==> src/rtl/demux_grant_scheduler.sv <==
// demux_grant_scheduler: round-robin owner of a 2-to-4 demux with break-before-make (GRANT -> GAP -> IDLE)
// Ports: clk, rst_n (async active-low), req[3:0] level requests, done owner-finished pulse,
//        sel[1:0] demux select (sel[1]->x1, sel[0]->x2), grant[3:0] one-hot, valid, busy, timeout.
// Optional hold timeout enabled by defining DEMUX_SCHED_HOLD_TIMEOUT_EN (uses MAX_HOLD, CNT_W).
module demux_grant_scheduler #(
  parameter int MAX_HOLD = 8,
  parameter int CNT_W = 4
) (
  input  logic       clk,
  input  logic       rst_n,
  input  logic [3:0] req,
  input  logic       done,
  output logic [1:0] sel,
  output logic [3:0] grant,
  output logic       valid,
  output logic       busy,
  output logic       timeout
);
  typedef enum logic [1:0] {IDLE, GRANT, GAP} state_t;
  state_t state, state_n;
  logic [1:0] sel_n, ptr, ptr_n, pick;
  logic rel, limit;
  always_comb begin
    pick = ptr;
    for (int k = 3; k >= 0; k--)
      if (req[ptr + 2'(k)]) pick = ptr + 2'(k);
  end
  assign rel = done | ~req[sel];
  always_comb begin
    state_n = state;
    sel_n = sel;
    ptr_n = ptr;
    case (state)
      IDLE: if (|req) begin
        state_n = GRANT;
        sel_n = pick;
      end
      GRANT: if (rel | limit) begin
        state_n = GAP;
        ptr_n = sel + 2'd1;
      end
      default: state_n = IDLE;
    endcase
  end
  always_ff @(posedge clk or negedge rst_n)
    if (!rst_n) begin
      state <= IDLE;
      sel <= '0;
      ptr <= '0;
      grant <= '0;
      valid <= 1'b0;
      busy <= 1'b0;
    end else begin
      state <= state_n;
      sel <= sel_n;
      ptr <= ptr_n;
      grant <= state_n == GRANT ? 4'd1 << sel_n : 4'd0;
      valid <= state_n == GRANT;
      busy <= state_n != IDLE;
    end
`ifdef DEMUX_SCHED_HOLD_TIMEOUT_EN
  logic [CNT_W-1:0] hold_cnt, hold_n;
  assign limit = hold_cnt == CNT_W'(MAX_HOLD);
  always_comb hold_n = state == IDLE ? CNT_W'(1) :
                       (state == GRANT && hold_cnt != '1) ? hold_cnt + CNT_W'(1) : hold_cnt;
  // a normal release on the limit cycle takes priority and suppresses timeout
  always_ff @(posedge clk or negedge rst_n)
    if (!rst_n) begin
      hold_cnt <= '0;
      timeout <= 1'b0;
    end else begin
      hold_cnt <= hold_n;
      timeout <= state == GRANT & limit & ~rel;
    end
`else
  logic unused_cfg;
  assign unused_cfg = ^{MAX_HOLD, CNT_W};
  assign limit = 1'b0;
  assign timeout = 1'b0;
`endif
endmodule
==> config.mk <==
export PLATFORM = sky130hd
export DESIGN_NAME = demux_grant_scheduler
export DESIGN_NICKNAME = d
export VERILOG_FILES = /design/src/rtl/demux_grant_scheduler.sv
export SDC_FILE = /design/constraint.sdc
export NUM_CORES = 1
export LEC_CHECK = 0
export ABC_CLOCK_PERIOD_IN_PS = 4000
export CORE_ASPECT_RATIO = 1.75
export CORE_UTILIZATION = 25
export CTS_BUF_LIST = sky130_fd_sc_hd__clkbuf_2
export CTS_CLUSTER_SIZE = 28
export DETAILED_ROUTE_END_ITERATION = 10
export PLACE_DENSITY = 0.49
export SLEW_MARGIN = 5
export SYNTH_ARGS = -nofsm -noshare
export SYNTH_HDL_FRONTEND = slang
export SYNTH_SLANG_ARGS = --single-unit
==> constraint.sdc <==
create_clock -name clk -period 4 [get_ports clk]
set_clock_uncertainty 0.1 [all_clocks]
set_input_delay 0.6 -clock clk [delete_from_list [all_inputs] [get_ports clk]]
set_output_delay 0.6 -clock clk [all_outputs]
set_load 0.03 [all_outputs]
==> reports/metrics.cfg <==
[run_status]
status = finished, final reports clean

[global_route]
gr-total-overflow = 0
use_met2_pct = 20.0
grt_pass1_vias = 493
grt.busiest_layer = met2
antenna_found_initial = 0
use_met3_pct = 1.35
grt_usage_pct = 12.0
grt_util_met1_pct = 12.4
grt_pass1_wl_um = 2080
grt_max_degree = 13

[floorplanning]
rows = 23
core_mm2 = 0.00227
start_util_pct = 26.1
die_w_um = 38.8
die_y_um = 66.4
io_pins = 16
die-area_mm2 = 0.00258

[power]
cellPowerDensity_mw_per_mm2 = 800
peakVddDrop_uv = 324
p_leak_nw = 0.330

[layout]
nets = 76
antennaDiodeCount = 0
n_fill_cell = 248
drive_gt1_share_pct = 13.4
finalNonFillerCells = 92
area_delta_synth_final_pct = 29.3

[synth]
synthArstFlopShare_pct = 100
synthesis.nets = 59
synth_cell_types = 27
synth_seq_cells = 12
synth-main-ff-cell = dfrtp_1
netlist.area_leader.share_pct = 50.6
synth_edf_count = 0
yosysTopAreaCell = dfrtp_1
synth.avg_cell_area_um2 = 11.4
synthesis.area_um2 = 593
synth_area_leaders = dfrtp_1 (51%), o31ai_4 (3.6%), mux2i_1 (3.4%)
yosysWarningCount = 0
synthCells = 52
yosysSeqAreaShare_pct = 50.6

[clock_tree]
clk_pin_slew_ps = 90
hold_buffers = 0
root_buffer = clkbuf_2
numCtsBuffers = 3
cts_resized = 0
post_cts_buffers = 0
cts_tree = done
clock-sinks = 12
cts.path.max_buffers = 2
h-tree-depth = 1
clock_latency_ps = 240

[routing]
ant_nets = 0
first_pass_iters = 3
drt_iter0_markers = 5
viasPerCell = 4.60
post-route-drc-count = 0
via_count = 423
wl_per_cell_um = 13.0
drt-total-wl_um = 1200

[timing]
fin_crit_sh_pct = 54.1
grt_setup_unrepaired = no
fin_crit_ps = 2160
hold_violations = 0
clock.fmax_mhz = 462
final.setup.tns_ps = 0
setup-violations-final = 0
worst_slew_pin_slew_ps = 535
slew_violations = 0
maxSlewHeadroom_pct = 64.2

[worst_setup_path]
crit_fanout = 6
cp_data_required_time_ps = 3300
crit_chain = clkdlybuf4s50_1
critPathSlowestCell = clkdlybuf4s50_1
worstPathArrival_ps = 1460
r2r_slack_ps = 2330
critical_path_class = flip-flop to primary output
endpoint_kind = primary output
worstSetupStartpointType = flip-flop
max_stage_delay_ps = 720
critPathTopFamily = buffers and inverters
critPathBufInv = 1

[worst_hold_path]
hold_path_class = flip-flop to flip-flop

[placement]
routabilityCongestion = 0.742
dp_hpwl_um = 931
place_inst = 89
io_buffers = 14

[job]
cap_violations = 0

==> placed cells by master (no fill, tap or decap), types with 2 or more instances in the layout <==
| cell type | n |
|---|---|
| clkdlybuf4s50_1 | 14 |
| dfrtp_1 | 12 |
| inv_1 | 4 |
| nor2_1 | 3 |
| nand2b_1 | 3 |
| clkbuf_2 | 3 |
| nor3b_1 | 2 |
| nor2b_1 | 2 |
| a21oi_1 | 2 |
| o31ai_1 | 2 |
| o21ai_0 | 2 |
| nor3_1 | 2 |
| mux2i_1 | 2 |
==> final timing paths <==
path,start,endpoint,cells after the start
min,ptr[0]$_DFFE_PN0P_,ptr[0]$_DFFE_PN0P_,2
max reg2reg,ptr[1]$_DFFE_PN0P_,grant[3]$_DFF_PN0_,4
max in group asynchronous,rst_n,state[1]$_DFF_PN0_,1
min in group asynchronous,rst_n,valid$_DFF_PN0_,1
min reg2reg,ptr[0]$_DFFE_PN0P_,ptr[0]$_DFFE_PN0P_,2
max,sel[0]$_DFF_PN0_,sel[0],1
==> metrics by stage <==
stage                     instance area, um^2  worst slack, ps  hold slack [ps]  power, mW  utilization [%]
after floorplan                           593             2250              204      0.448                -
after global placement                    752             1640              468      0.571             33.1
after detailed placement                  752             1630              459      0.568             33.1
after CTS                                 767             1790              482      0.628             33.7
after global routing                      767             1750              518      0.661             33.7
final                                     767             1840              463      0.614             33.7
==> where the power goes <==
group	switching [mW]	total (mW)	internal (mW)
registers	0.0512	0.229	0.178
clock network	0.0323	0.0528	0.0205
logic	0.182	0.331	0.149
==> cell type report <==
class                      instances  area (um^2)  share of cell area, %
clock buffer                       3         15.0                   1.96
inverter                           4         15.0                   1.96
multi-input combinational         34          265                   34.6
sequential                        12          300                   39.2
tap                               25         31.3                   4.08
timing repair buffer              14          140                   18.3
==> kinds of logic (layout without fill, tap and decap cells) <==
group | after synthesis | count (layout) | synth area share [%]
AND/OR/NAND/NOR | 18 | 18 | 20.7
flip-flops | 12 | 12 | 50.6
AO/OA/AOI/OAI | 11 | 11 | 16.7
buffers and inverters | 6 | 21 | 4.64
multiplexers | 3 | 3 | 5.27
other | 1 | 1 | 0.632
XOR/XNOR | 1 | 1 | 1.48
==> synthesized netlist by cell type, drive strengths merged (2+ instances only) <==
| cell | n |
|---|---|
| dfrtp | 12 |
| inv | 4 |
| nand2b | 3 |
| nor2 | 3 |
| nor3b | 3 |
| o31ai | 3 |
| a21oi | 2 |
| buf | 2 |
| mux2i | 2 |
| nor2b | 2 |
| nor3 | 2 |
| o21ai | 2 |
==> state kept, by name (all words and copies together) (netlist names) <==
name and cells:
grant 4, valid 1, busy 1, state 2, ptr 2, sel 2
==> layer usage <==
metal	part of all wire (%)	routed length, um
met1	41	489
met2	53	635
met3	4.2	50
met4	1.8	21
met5	0	0
Note: power is estimated with default switching activity, not from simulation.
